===== src/rtl/ascon_bdi_packer_pkg.sv =====
// ============================================================================
// Module   : ascon_bdi_packer_pkg
// Brief    : Shared types, width defaults and byte-mask helper for the packer.
// Revision : 1.0 - initial release
// ============================================================================
`default_nettype none

package ascon_bdi_packer_pkg;

  localparam int CCW_DEFAULT = 32;

  typedef enum logic [2:0] {
    D_INVALID = 3'd0,
    D_NONCE   = 3'd1,
    D_AD      = 3'd2,
    D_MSG     = 3'd3,
    D_TAG     = 3'd4
  } data_e;

  // Mask with bits [cnt:0] set; callers slice the low NB bits.
  function automatic logic [7:0] byte_mask(input logic [2:0] cnt);
    logic [8:0] m;
    m = (9'd2 << cnt) - 9'd1;
    return m[7:0];
  endfunction

endpackage

`default_nettype wire


===== src/rtl/ascon_bdi_packer_if.sv =====
// ============================================================================
// Module   : ascon_bdi_packer_if
// Brief    : Byte-in / word-out bus bundle between a byte source and the core.
// Revision : 1.0 - initial release
// ============================================================================
`default_nettype none

interface ascon_bdi_packer_if
  import ascon_bdi_packer_pkg::*;
#(
  parameter int CCW = CCW_DEFAULT
);
  logic [7:0]       in_data;
  logic             in_valid;
  logic             in_ready;
  data_e            in_type;
  logic             in_last;
  logic             in_eoi;
  logic [CCW-1:0]   bdi;
  logic [CCW/8-1:0] bdi_valid;
  logic             bdi_ready;
  data_e            bdi_type;
  logic             bdi_eot;
  logic             bdi_eoi;

  modport master (
    output in_data, in_valid, in_type, in_last, in_eoi, bdi_ready,
    input  in_ready, bdi, bdi_valid, bdi_type, bdi_eot, bdi_eoi
  );

  modport slave (
    input  in_data, in_valid, in_type, in_last, in_eoi, bdi_ready,
    output in_ready, bdi, bdi_valid, bdi_type, bdi_eot, bdi_eoi
  );
endinterface

`default_nettype wire


===== src/rtl/ascon_bdi_outbuf.sv =====
// ============================================================================
// Module   : ascon_bdi_outbuf
// Brief    : Output stage holding {word, mask, type, eot, eoi}; single register
//            by default, 2-entry in-order FIFO when ASCON_PACKER_SKID_EN is set.
// Revision : 1.0 - initial release
// ============================================================================
`default_nettype none

module ascon_bdi_outbuf
  import ascon_bdi_packer_pkg::*;
#(
  parameter int CCW = CCW_DEFAULT
) (
  input  logic             clk,
  input  logic             rst,
  input  logic             push,
  input  logic [CCW-1:0]   push_word,
  input  logic [CCW/8-1:0] push_mask,
  input  data_e            push_type,
  input  logic             push_eot,
  input  logic             push_eoi,
  input  logic             pop_ready,
  output logic [CCW-1:0]   out_word,
  output logic [CCW/8-1:0] out_mask,
  output data_e            out_type,
  output logic             out_eot,
  output logic             out_eoi,
  output logic             can_accept
);

  localparam int NB = CCW / 8;
  localparam int TW = $bits(data_e);
  localparam int PW = CCW + NB + TW + 2;
  localparam logic [PW-1:0] EMPTY_PL = {{CCW{1'b0}}, {NB{1'b0}}, D_INVALID, 2'b00};

  logic [PW-1:0] w_push_pl;
  logic [PW-1:0] head_q, head_d;
  logic [1:0]    count_q, count_d;
  logic          w_pop;

  assign w_push_pl = {push_word, push_mask, push_type, push_eot, push_eoi};
  assign w_pop     = (count_q != 2'd0) && pop_ready;

  assign out_word = head_q[PW-1 -: CCW];
  assign out_mask = head_q[TW+2 +: NB];
  assign out_type = data_e'(head_q[2 +: TW]);
  assign out_eot  = head_q[1];
  assign out_eoi  = head_q[0];

`ifdef ASCON_PACKER_SKID_EN
  logic [PW-1:0] skid_q, skid_d;
  logic          ready_q, ready_d;

  always_comb begin
    head_d  = head_q;
    skid_d  = skid_q;
    count_d = count_q;
    case ({w_pop, push})
      2'b10: begin
        if (count_q == 2'd2) begin
          head_d  = skid_q;
          skid_d  = EMPTY_PL;
          count_d = 2'd1;
        end else begin
          head_d  = EMPTY_PL;
          count_d = 2'd0;
        end
      end
      2'b11: begin
        if (count_q == 2'd2) begin
          head_d = skid_q;
          skid_d = w_push_pl;
        end else begin
          head_d = w_push_pl;
        end
      end
      2'b01: begin
        if (count_q == 2'd0) begin
          head_d  = w_push_pl;
          count_d = 2'd1;
        end else begin
          skid_d  = w_push_pl;
          count_d = 2'd2;
        end
      end
      default: ;
    endcase
    // Registered ready: looks at the next occupancy, never at pop_ready directly.
    ready_d = (count_d != 2'd2);
  end

  always_ff @(posedge clk) begin
    if (rst) begin
      head_q  <= EMPTY_PL;
      skid_q  <= EMPTY_PL;
      count_q <= 2'd0;
      ready_q <= 1'b1;
    end else begin
      head_q  <= head_d;
      skid_q  <= skid_d;
      count_q <= count_d;
      ready_q <= ready_d;
    end
  end

  assign can_accept = ready_q;
`else
  always_comb begin
    head_d  = head_q;
    count_d = count_q;
    if (push) begin
      head_d  = w_push_pl;
      count_d = 2'd1;
    end else if (w_pop) begin
      head_d  = EMPTY_PL;
      count_d = 2'd0;
    end
  end

  always_ff @(posedge clk) begin
    if (rst) begin
      head_q  <= EMPTY_PL;
      count_q <= 2'd0;
    end else begin
      head_q  <= head_d;
      count_q <= count_d;
    end
  end

  assign can_accept = (count_q == 2'd0) || pop_ready;
`endif

endmodule

`default_nettype wire


===== src/rtl/ascon_bdi_packer.sv =====
// ============================================================================
// Module   : ascon_bdi_packer
// Brief    : Packs a typed byte stream into CCW-bit masked words for ascon_core.
//            Macro ASCON_PACKER_SKID_EN selects a 2-entry registered-ready stage.
// Revision : 1.0 - initial release
// ============================================================================
`default_nettype none

module ascon_bdi_packer
  import ascon_bdi_packer_pkg::*;
#(
  parameter int CCW = CCW_DEFAULT
) (
  input  logic                clk,
  input  logic                rst,
  ascon_bdi_packer_if.slave   bus,
  output logic                proto_err
);

  localparam int NB = CCW / 8;
  localparam int CW = $clog2(NB);

  logic [CCW-1:0] acc_q, acc_d;
  logic [CW-1:0]  cnt_q, cnt_d;
  data_e          acc_type_q, acc_type_d;
  logic           seg_open_q, seg_open_d;
  logic           proto_err_q, proto_err_d;

  logic           w_accept;
  logic           w_push;
  logic [CCW-1:0] w_word;
  logic [7:0]     w_mask8;
  logic [NB-1:0]  w_mask;
  data_e          w_type;
  logic           w_can_accept;

  assign w_accept  = bus.in_valid && w_can_accept;
  assign bus.in_ready = w_can_accept;
  assign proto_err = proto_err_q;

  always_comb begin
    acc_d       = acc_q;
    cnt_d       = cnt_q;
    acc_type_d  = acc_type_q;
    seg_open_d  = seg_open_q;
    proto_err_d = proto_err_q;
    w_push      = 1'b0;
    w_word      = acc_q;
    w_word[8*cnt_q +: 8] = bus.in_data;
    w_mask8     = byte_mask(3'(cnt_q));
    w_mask      = w_mask8[NB-1:0];
    // Once a segment is open its type is fixed; a mismatching byte keeps it.
    w_type      = seg_open_q ? acc_type_q : bus.in_type;
    if (w_accept) begin
      seg_open_d = 1'b1;
      if (!seg_open_q) begin
        acc_type_d = bus.in_type;
      end
      if ((seg_open_q && (bus.in_type != acc_type_q)) || (bus.in_eoi && !bus.in_last)) begin
        proto_err_d = 1'b1;
      end
      if ((cnt_q == CW'(NB - 1)) || bus.in_last) begin
        w_push = 1'b1;
        acc_d  = '0;
        cnt_d  = '0;
        if (bus.in_last) begin
          seg_open_d = 1'b0;
        end
      end else begin
        acc_d = w_word;
        cnt_d = cnt_q + CW'(1);
      end
    end
  end

  always_ff @(posedge clk) begin
    if (rst) begin
      acc_q       <= '0;
      cnt_q       <= '0;
      acc_type_q  <= D_INVALID;
      seg_open_q  <= 1'b0;
      proto_err_q <= 1'b0;
    end else begin
      acc_q       <= acc_d;
      cnt_q       <= cnt_d;
      acc_type_q  <= acc_type_d;
      seg_open_q  <= seg_open_d;
      proto_err_q <= proto_err_d;
    end
  end

  ascon_bdi_outbuf #(
    .CCW (CCW)
  ) u_outbuf (
    .clk        (clk),
    .rst        (rst),
    .push       (w_push),
    .push_word  (w_word),
    .push_mask  (w_mask),
    .push_type  (w_type),
    .push_eot   (bus.in_last),
    .push_eoi   (bus.in_eoi && bus.in_last),
    .pop_ready  (bus.bdi_ready),
    .out_word   (bus.bdi),
    .out_mask   (bus.bdi_valid),
    .out_type   (bus.bdi_type),
    .out_eot    (bus.bdi_eot),
    .out_eoi    (bus.bdi_eoi),
    .can_accept (w_can_accept)
  );

endmodule

`default_nettype wire

===== src/flat_wrapper.sv =====
// flat-port wrapper written by rule: the top's interface ports become plain ports
module ascon_bdi_packer_flat import ascon_bdi_packer_pkg::*;
#(
  parameter int CCW = CCW_DEFAULT
)
  (clk, rst, proto_err, bus_in_data, bus_in_valid, bus_in_type, bus_in_last, bus_in_eoi, bus_bdi_ready, bus_in_ready, bus_bdi, bus_bdi_valid, bus_bdi_type, bus_bdi_eot, bus_bdi_eoi);
  ascon_bdi_packer_if #(.CCW(CCW)) bus_i ();
  input  logic clk;
  input  logic rst;
  output logic proto_err;
  input wire logic [$bits(bus_i.in_data)-1:0] bus_in_data;
  input wire logic [$bits(bus_i.in_valid)-1:0] bus_in_valid;
  input wire logic [$bits(bus_i.in_type)-1:0] bus_in_type;
  input wire logic [$bits(bus_i.in_last)-1:0] bus_in_last;
  input wire logic [$bits(bus_i.in_eoi)-1:0] bus_in_eoi;
  input wire logic [$bits(bus_i.bdi_ready)-1:0] bus_bdi_ready;
  output wire logic [$bits(bus_i.in_ready)-1:0] bus_in_ready;
  output wire logic [$bits(bus_i.bdi)-1:0] bus_bdi;
  output wire logic [$bits(bus_i.bdi_valid)-1:0] bus_bdi_valid;
  output wire logic [$bits(bus_i.bdi_type)-1:0] bus_bdi_type;
  output wire logic [$bits(bus_i.bdi_eot)-1:0] bus_bdi_eot;
  output wire logic [$bits(bus_i.bdi_eoi)-1:0] bus_bdi_eoi;
  assign bus_i.in_data = bus_in_data;
  assign bus_i.in_valid = bus_in_valid;
  assign bus_i.in_type = bus_in_type;
  assign bus_i.in_last = bus_in_last;
  assign bus_i.in_eoi = bus_in_eoi;
  assign bus_i.bdi_ready = bus_bdi_ready;
  assign bus_in_ready = bus_i.in_ready;
  assign bus_bdi = bus_i.bdi;
  assign bus_bdi_valid = bus_i.bdi_valid;
  assign bus_bdi_type = bus_i.bdi_type;
  assign bus_bdi_eot = bus_i.bdi_eot;
  assign bus_bdi_eoi = bus_i.bdi_eoi;
  ascon_bdi_packer #(.CCW(CCW)) u_core (.clk(clk), .rst(rst), .bus(bus_i), .proto_err(proto_err));
endmodule

===== config.mk =====
export PLATFORM = sky130hd
export DESIGN_NAME = ascon_bdi_packer_flat
export DESIGN_NICKNAME = d
export VERILOG_FILES = /design/src/rtl/ascon_bdi_packer_pkg.sv /design/src/rtl/ascon_bdi_packer_if.sv /design/src/rtl/ascon_bdi_outbuf.sv /design/src/rtl/ascon_bdi_packer.sv /design/src/flat_wrapper.sv
export SDC_FILE = /design/constraint.sdc
export NUM_CORES = 1
export LEC_CHECK = 0
export ABC_CLOCK_PERIOD_IN_PS = 4400
export CORE_MARGIN = 2
export CORE_UTILIZATION = 59
export CTS_BUF_LIST = sky130_fd_sc_hd__clkbuf_8
export DETAILED_ROUTE_END_ITERATION = 10
export GPL_TIMING_DRIVEN = 0
export PLACE_DENSITY = 0.88
export SYNTH_ARGS = -nofsm -noshare
export SYNTH_HDL_FRONTEND = slang
export SYNTH_SLANG_ARGS = --single-unit

===== constraint.sdc =====
create_clock -name clk -period 4.4 [get_ports clk]
set_input_delay 0.88 -clock clk [delete_from_list [all_inputs] [get_ports clk]]
set_output_delay 0.88 -clock clk [all_outputs]
set_load 0.005 [all_outputs]

==> impl_metrics.tcl, run 1 <==
set metrics [dict create \
    ys_seq_area_frac 0.459 \
    grt_max_degree 13 \
    netlist_area_mm2 0.00349 \
    worstPathMaxFanout 10 \
    grt_pass1_vias 2731 \
    irDropWorstVdd_uv 245 \
    rows 28 \
    fin_crit_sh 0.687 \
    die-area_mm2 0.00654 \
    whs_ns 0.465 \
    root_buffer "clkbuf_8" \
    min_period_ns 3.02 \
    maxSlewHeadroom 0.544 \
    synthMuxAreaShare 0.0172 \
    synth_cell_type_count 41 \
    cap_violations 0 \
    overflow 0 \
    setup_ws_ns 1.38 \
    syn_inst 343 \
    cts_inserted_buffers 9 \
    critPathKind "input port to output port" \
    route.detailed.wl_per_inst_um 17.5 \
    status "complete, no violations" \
    hp-class "register to register" \
    power_mw 1.41 \
    place_area_mm2 0.00412 \
    ant_nets 0 \
    fmax_ghz 0.331 \
    finalSetupViolations 0 \
    core_mm2 0.00582 \
    cts_resized 0 \
    fin_skew_ns 0.00778 \
    synth_xor_area_frac 0.0100 \
    cts_setup_buffers 0 \
    finalHoldViolCount 0 \
    synthSimpleGateAreaFrac 0.151 \
    leakagePower_nw 1.54 \
    instances_no_fill 488 \
    synth_seq_cells 80 \
    num_vias 2974 \
    port_buffers 54 \
    final_common_cell "dfxtp_1" \
    fin_area_mm2 0.00431 \
    final_cell_mix "dfxtp_1, clkdlybuf4s50_1, nor2_1" \
    syn_area_per_cell_um2 10.2 \
    cp_data_required_time_ns 3.52 \
    rsz0062_at_grt "no" \
    worstSetupEndpointType "output port" \
    numClockSinks 80 \
    pin_count 60 \
    place.gp.congestion 0.792 \
    ys.warnings.count 0 \
    chipHeight_um 80.9 \
    hpwl_um 5900 \
    nets 432 \
    die_w_um 80.9 \
    fin_util 0.741 \
    cellPowerDensity_mw_per_mm2 328 \
    track_usage 0.272 \
    dr.pass1.iters 5 \
    ctsHoldBuffers 0 \
    startpoint_type "input port" \
    max_slew.worst_pin.slew_ns 0.681 \
    wirelength_um 8530 \
    drive_gt1_frac 0.126 \
    via_per_inst 6.09 \
    antenna_found_initial 0 \
    grt_pass1_wl_um 13500 \
    synth_fp_nets 367 \
    cts.path.max_buffers 2 \
    synthAdderAreaFrac 0.0251 \
    synth_top_family_by_area "compound AO/OA/AOI/OAI gates" \
    drc 0 \
    arrival_ns 2.14 \
    numPlacedInstances 472 \
    ctsHtreeMaxLevel 3 \
    initial_core_util 0.600 \
    syn_to_final_growth_pct 23.5 \
    tritoncts "built" \
    clk_pin_slew_ns 0.07 \
    slew_viol_final 0 \
    insertion_delay_ns 0.36 \
    setup-tns-final_ns 0 \
    dr.first_iter.drc_count 243 \
    place_ws_ns 1.38 \
    synth_compound_area_frac 0.273 \
    antenna_cells 0 \
]
registers in the layout, summed over array words and instances, names as in the netlist:
signal,cells
u_core.acc_q,32
u_core.proto_err,1
u_core.u_outbuf.head_q,41
u_core.cnt_q,2
u_core.seg_open_q,1
u_core.acc_type_q,3
critical path, cell delays in order:
cell,delay (ns)
clkdlybuf4s50_1,0.47
nor2b_4,0.25
inv_6,0.09
clkdlybuf4s50_1,0.45
layout make-up:
type | count | area (um^2)
well taps | 75 | 93.8
inverters | 5 | 26.3
repair buffers | 54 | 541
flip-flops and latches | 80 | 1600
clock buffers | 12 | 165
clock inverters | 4 | 20.0
plain buffers | 30 | 200
fillers | 434 | 1510
multi-input cells | 228 | 1660
report_power, final:
part	total (mW)	switching, mW	internal (mW)	leakage, nW
Sequential	0.747	0.00958	0.737	0.647
Combinational	0.167	0.0959	0.0714	0.789
Clock	0.497	0.250	0.246	0.101
metal layers:
layer	share of wire	vias to the layer above	wire length, um	global-route usage
li1	-	1391	-	-
met1	0.44	1465	3780	0.371
met2	0.48	99	4070	0.422
met3	0.058	19	492	0.0400
met4	0.022	0	184	0.136
met5	0	-	0	0
kinds of logic after synthesis:
group,count (synthesis)
DFF,80
buffers and inverters,35
and+or+nand+nor,96
adders and majority gates,7
muxes,6
AOI/OAI and AO/OA,115
xor gates and xnor gates,4
path summary, 6_finish.rpt:
path                                                     from                                 endpoint  slack (ns)  cells after the start
worst max-delay path                            bus_bdi_ready                             bus_in_ready        1.38                      4
worst min-delay path            u_core.acc_q[25]$_SDFFE_PP0P_            u_core.acc_q[25]$_SDFFE_PP0P_        0.47                      1
worst max register to register   u_core.cnt_q[0]$_SDFFE_PP0P_  u_core.u_outbuf.head_q[32]$_SDFFE_PP0P_        2.10                      8
worst min register to register  u_core.acc_q[25]$_SDFFE_PP0P_            u_core.acc_q[25]$_SDFFE_PP0P_        0.47                      1
cell usage after synthesis (all sizes together):
master	instances	area [um^2]
clkbuf	13	50.0
a2bb2oi	5	43.8
a32oi	17	149
o31a	1	8.76
a22oi	10	75.1
o211ai	4	35.0
buf	17	150
ha	7	87.6
or2	1	6.26
a31oi	3	18.8
a21oi	29	145
and3b	2	17.5
mux2i	6	60.1
nor3	4	31.3
a41oi	2	17.5
or3	2	12.5
o2bb2ai	41	434
nand3	2	10.0
and3	1	6.26
nand2	3	13.8
and4	1	8.76
xor2	1	8.76
nor2	43	161
nor2b	35	234
a221oi	1	8.76
and4bb	2	25.0
xnor2	3	26.3
a211oi	2	15.0
dfxtp	80	1600
inv	5	26.3
Power figures use the tool's default switching activity.
==> run 2: changes to the inputs <==
ABC_CLOCK_PERIOD_IN_PS = 2930   (was 4400)
CORE_UTILIZATION = 55   (was 59)
PLACE_DENSITY = 0.82   (was 0.88)
clock period = 2.93 ns   (was 4.4 ns; I/O delays follow)
==> run 2 against run 1 <==
Against the previous run: clock-buffer cell count shrank 1; power grew 62%; register-to-register slack lost 1.5 ns; global-route usage shrank 2.2 points; sequential power grew 50%; flip-flop and latch count is the same; cell area grew 1.1%; clock power grew 84%; hold slack lost 0.0055 ns; highest routed layer unchanged.
==> impl_metrics.tcl, run 2 (synthesized netlist as in run 1, its figures left out) <==
set metrics [dict create \
    status "complete, no violations" \
    cap_violations 0 \
    min_period_ns 2.41 \
    drive_gt1_frac 0.131 \
    cts_resized 0 \
    root_buffer "clkbuf_8" \
    max_slew.worst_pin.slew_ns 0.720 \
    route.detailed.wl_per_inst_um 17.0 \
    syn_to_final_growth_pct 24.9 \
    ctsHoldBuffers 0 \
    finalHoldViolCount 0 \
    cts_inserted_buffers 9 \
    setup_ws_ns 0.517 \
    instances_no_fill 490 \
    fin_crit_sh 0.824 \
    antenna_found_initial 0 \
    port_buffers 54 \
    wirelength_um 8350 \
    antenna_cells 0 \
    place.gp.congestion 0.817 \
    rsz0062_at_grt "no" \
    fmax_ghz 0.414 \
    min_to "u_core.acc_q[28]$_SDFFE_PP0P_" \
    nets 432 \
    reg_top3 "u_core.u_outbuf.head_q (41), u_core.acc_q (32), u_core.acc_type_q (3)" \
    drc 0 \
    initial_core_util 0.559 \
    numClockSinks 80 \
    cts_setup_buffers 0 \
    track_usage 0.250 \
    ctsHtreeMaxLevel 3 \
    maxSlewHeadroom 0.518 \
    tritoncts "built" \
    grt_max_degree 14 \
    irDropWorstVdd_uv 429 \
    startpoint_type "input port" \
    hold_start "u_core.acc_q[28]$_SDFFE_PP0P_" \
    cellPowerDensity_mw_per_mm2 525 \
    hold_path_depth 1 \
    grt_pass1_vias 2831 \
    chipHeight_um 83.6 \
    power_mw 2.29 \
    dr.first_iter.drc_count 228 \
    grt_pass1_wl_um 14100 \
    fillers 492 \
    top_register "u_core.u_outbuf.head_q" \
    final_cell_mix "dfxtp_1, clkdlybuf4s50_1, nor2_1" \
    regToRegEndpoint "u_core.acc_q[17]$_SDFFE_PP0P_" \
    cts.path.max_buffers 2 \
    rows 29 \
    die_w_um 83.6 \
    hp-class "register to register" \
    num_vias 2884 \
    worstSetupEndpointType "output port" \
    whs_ns 0.460 \
    clk_pin_slew_ns 0.07 \
    die-area_mm2 0.00700 \
    pin_count 60 \
    dr.pass1.iters 4 \
    r2r-start "u_core.cnt_q[0]$_SDFFE_PP0P_" \
    final_common_cell "dfxtp_1" \
    cp_data_required_time_ns 2.34 \
    insertion_delay_ns 0.34 \
    hpwl_um 5860 \
    fin_skew_ns 0.00370 \
    numPlacedInstances 474 \
    place_ws_ns 0.519 \
    ant_nets 0 \
    arrival_ns 1.83 \
    finalSetupViolations 0 \
    critPathKind "input port to output port" \
    via_per_inst 5.89 \
    largest_reg_flops 41 \
    leakagePower_nw 1.56 \
    core_mm2 0.00624 \
    slew_viol_final 0 \
    worstPathMaxFanout 10 \
    r2r_slack_ns 0.62 \
    setup-tns-final_ns 0 \
    overflow 0 \
    reg2regPathDepth 8 \
]
[run 2: changes by cell type in the layout (fill, tap and decap cells not counted)]
cell and change:
bufinv_16 +2, clkbuf_8 -1, clkinv_2 +1, clkinv_4 +1, clkinvlp_4 -1, inv_1 -2
[run 2: worst max path at each step]
stage | from | end | slack (ns)
6_report | bus_bdi_ready | bus_in_ready | 0.52
4_1_cts | bus_bdi_ready | bus_in_ready | 0.51
2_1_floorplan | u_core.cnt_q[0]$_SDFFE_PP0P_ | u_core.acc_q[0]$_SDFFE_PP0P_ | 0.96
5_1_grt | u_core.cnt_q[0]$_SDFFE_PP0P_ | u_core.acc_q[22]$_SDFFE_PP0P_ | 0.39
3_5_place_dp | bus_bdi_ready | bus_in_ready | 0.52
3_3_place_gp | bus_bdi_ready | bus_in_ready | 0.52
[run 2: per-layer routing]
layer,track usage,routed length [um],vias up
met3,0.0574,552,13
met5,0,0,-
met4,0.0689,182,0
met1,0.349,3720,1389
met2,0.390,3890,102
li1,-,-,1380
[run 2: where the power goes]
part	internal, mW	switching [mW]	total (mW)
sequential	1.11	0.0148	1.12
clock	0.525	0.390	0.915
combinational	0.108	0.143	0.250
total	1.74	0.547	2.29
[run 2: worst max-delay path, stage by stage]
cell and delay [ns]:
clkdlybuf4s50_1 0.47, nor2b_4 0.24, inv_6 0.08, clkdlybuf4s50_1 0.45
[run 2: area by class of cell]
| class | count | area, um^2 | share of cell area |
|---|---|---|---|
| sequential | 80 | 1600 | 0.368 |
| buffer | 30 | 200 | 0.0460 |
| tap | 77 | 96.3 | 0.0221 |
| timing repair buffer | 54 | 541 | 0.124 |
| clock buffer | 11 | 151 | 0.0348 |
| clock inverter | 5 | 78.8 | 0.0181 |
| inverter | 5 | 26.3 | 0.00603 |
| multi-input combinational | 228 | 1660 | 0.381 |
[run 2: through the flow]
step / util / cell area [um^2]
floorplan: - / 3490
global placement: 0.661 / 4130
detailed placement: 0.661 / 4130
CTS: 0.698 / 4360
global route: 0.698 / 4360
finish: 0.698 / 4360
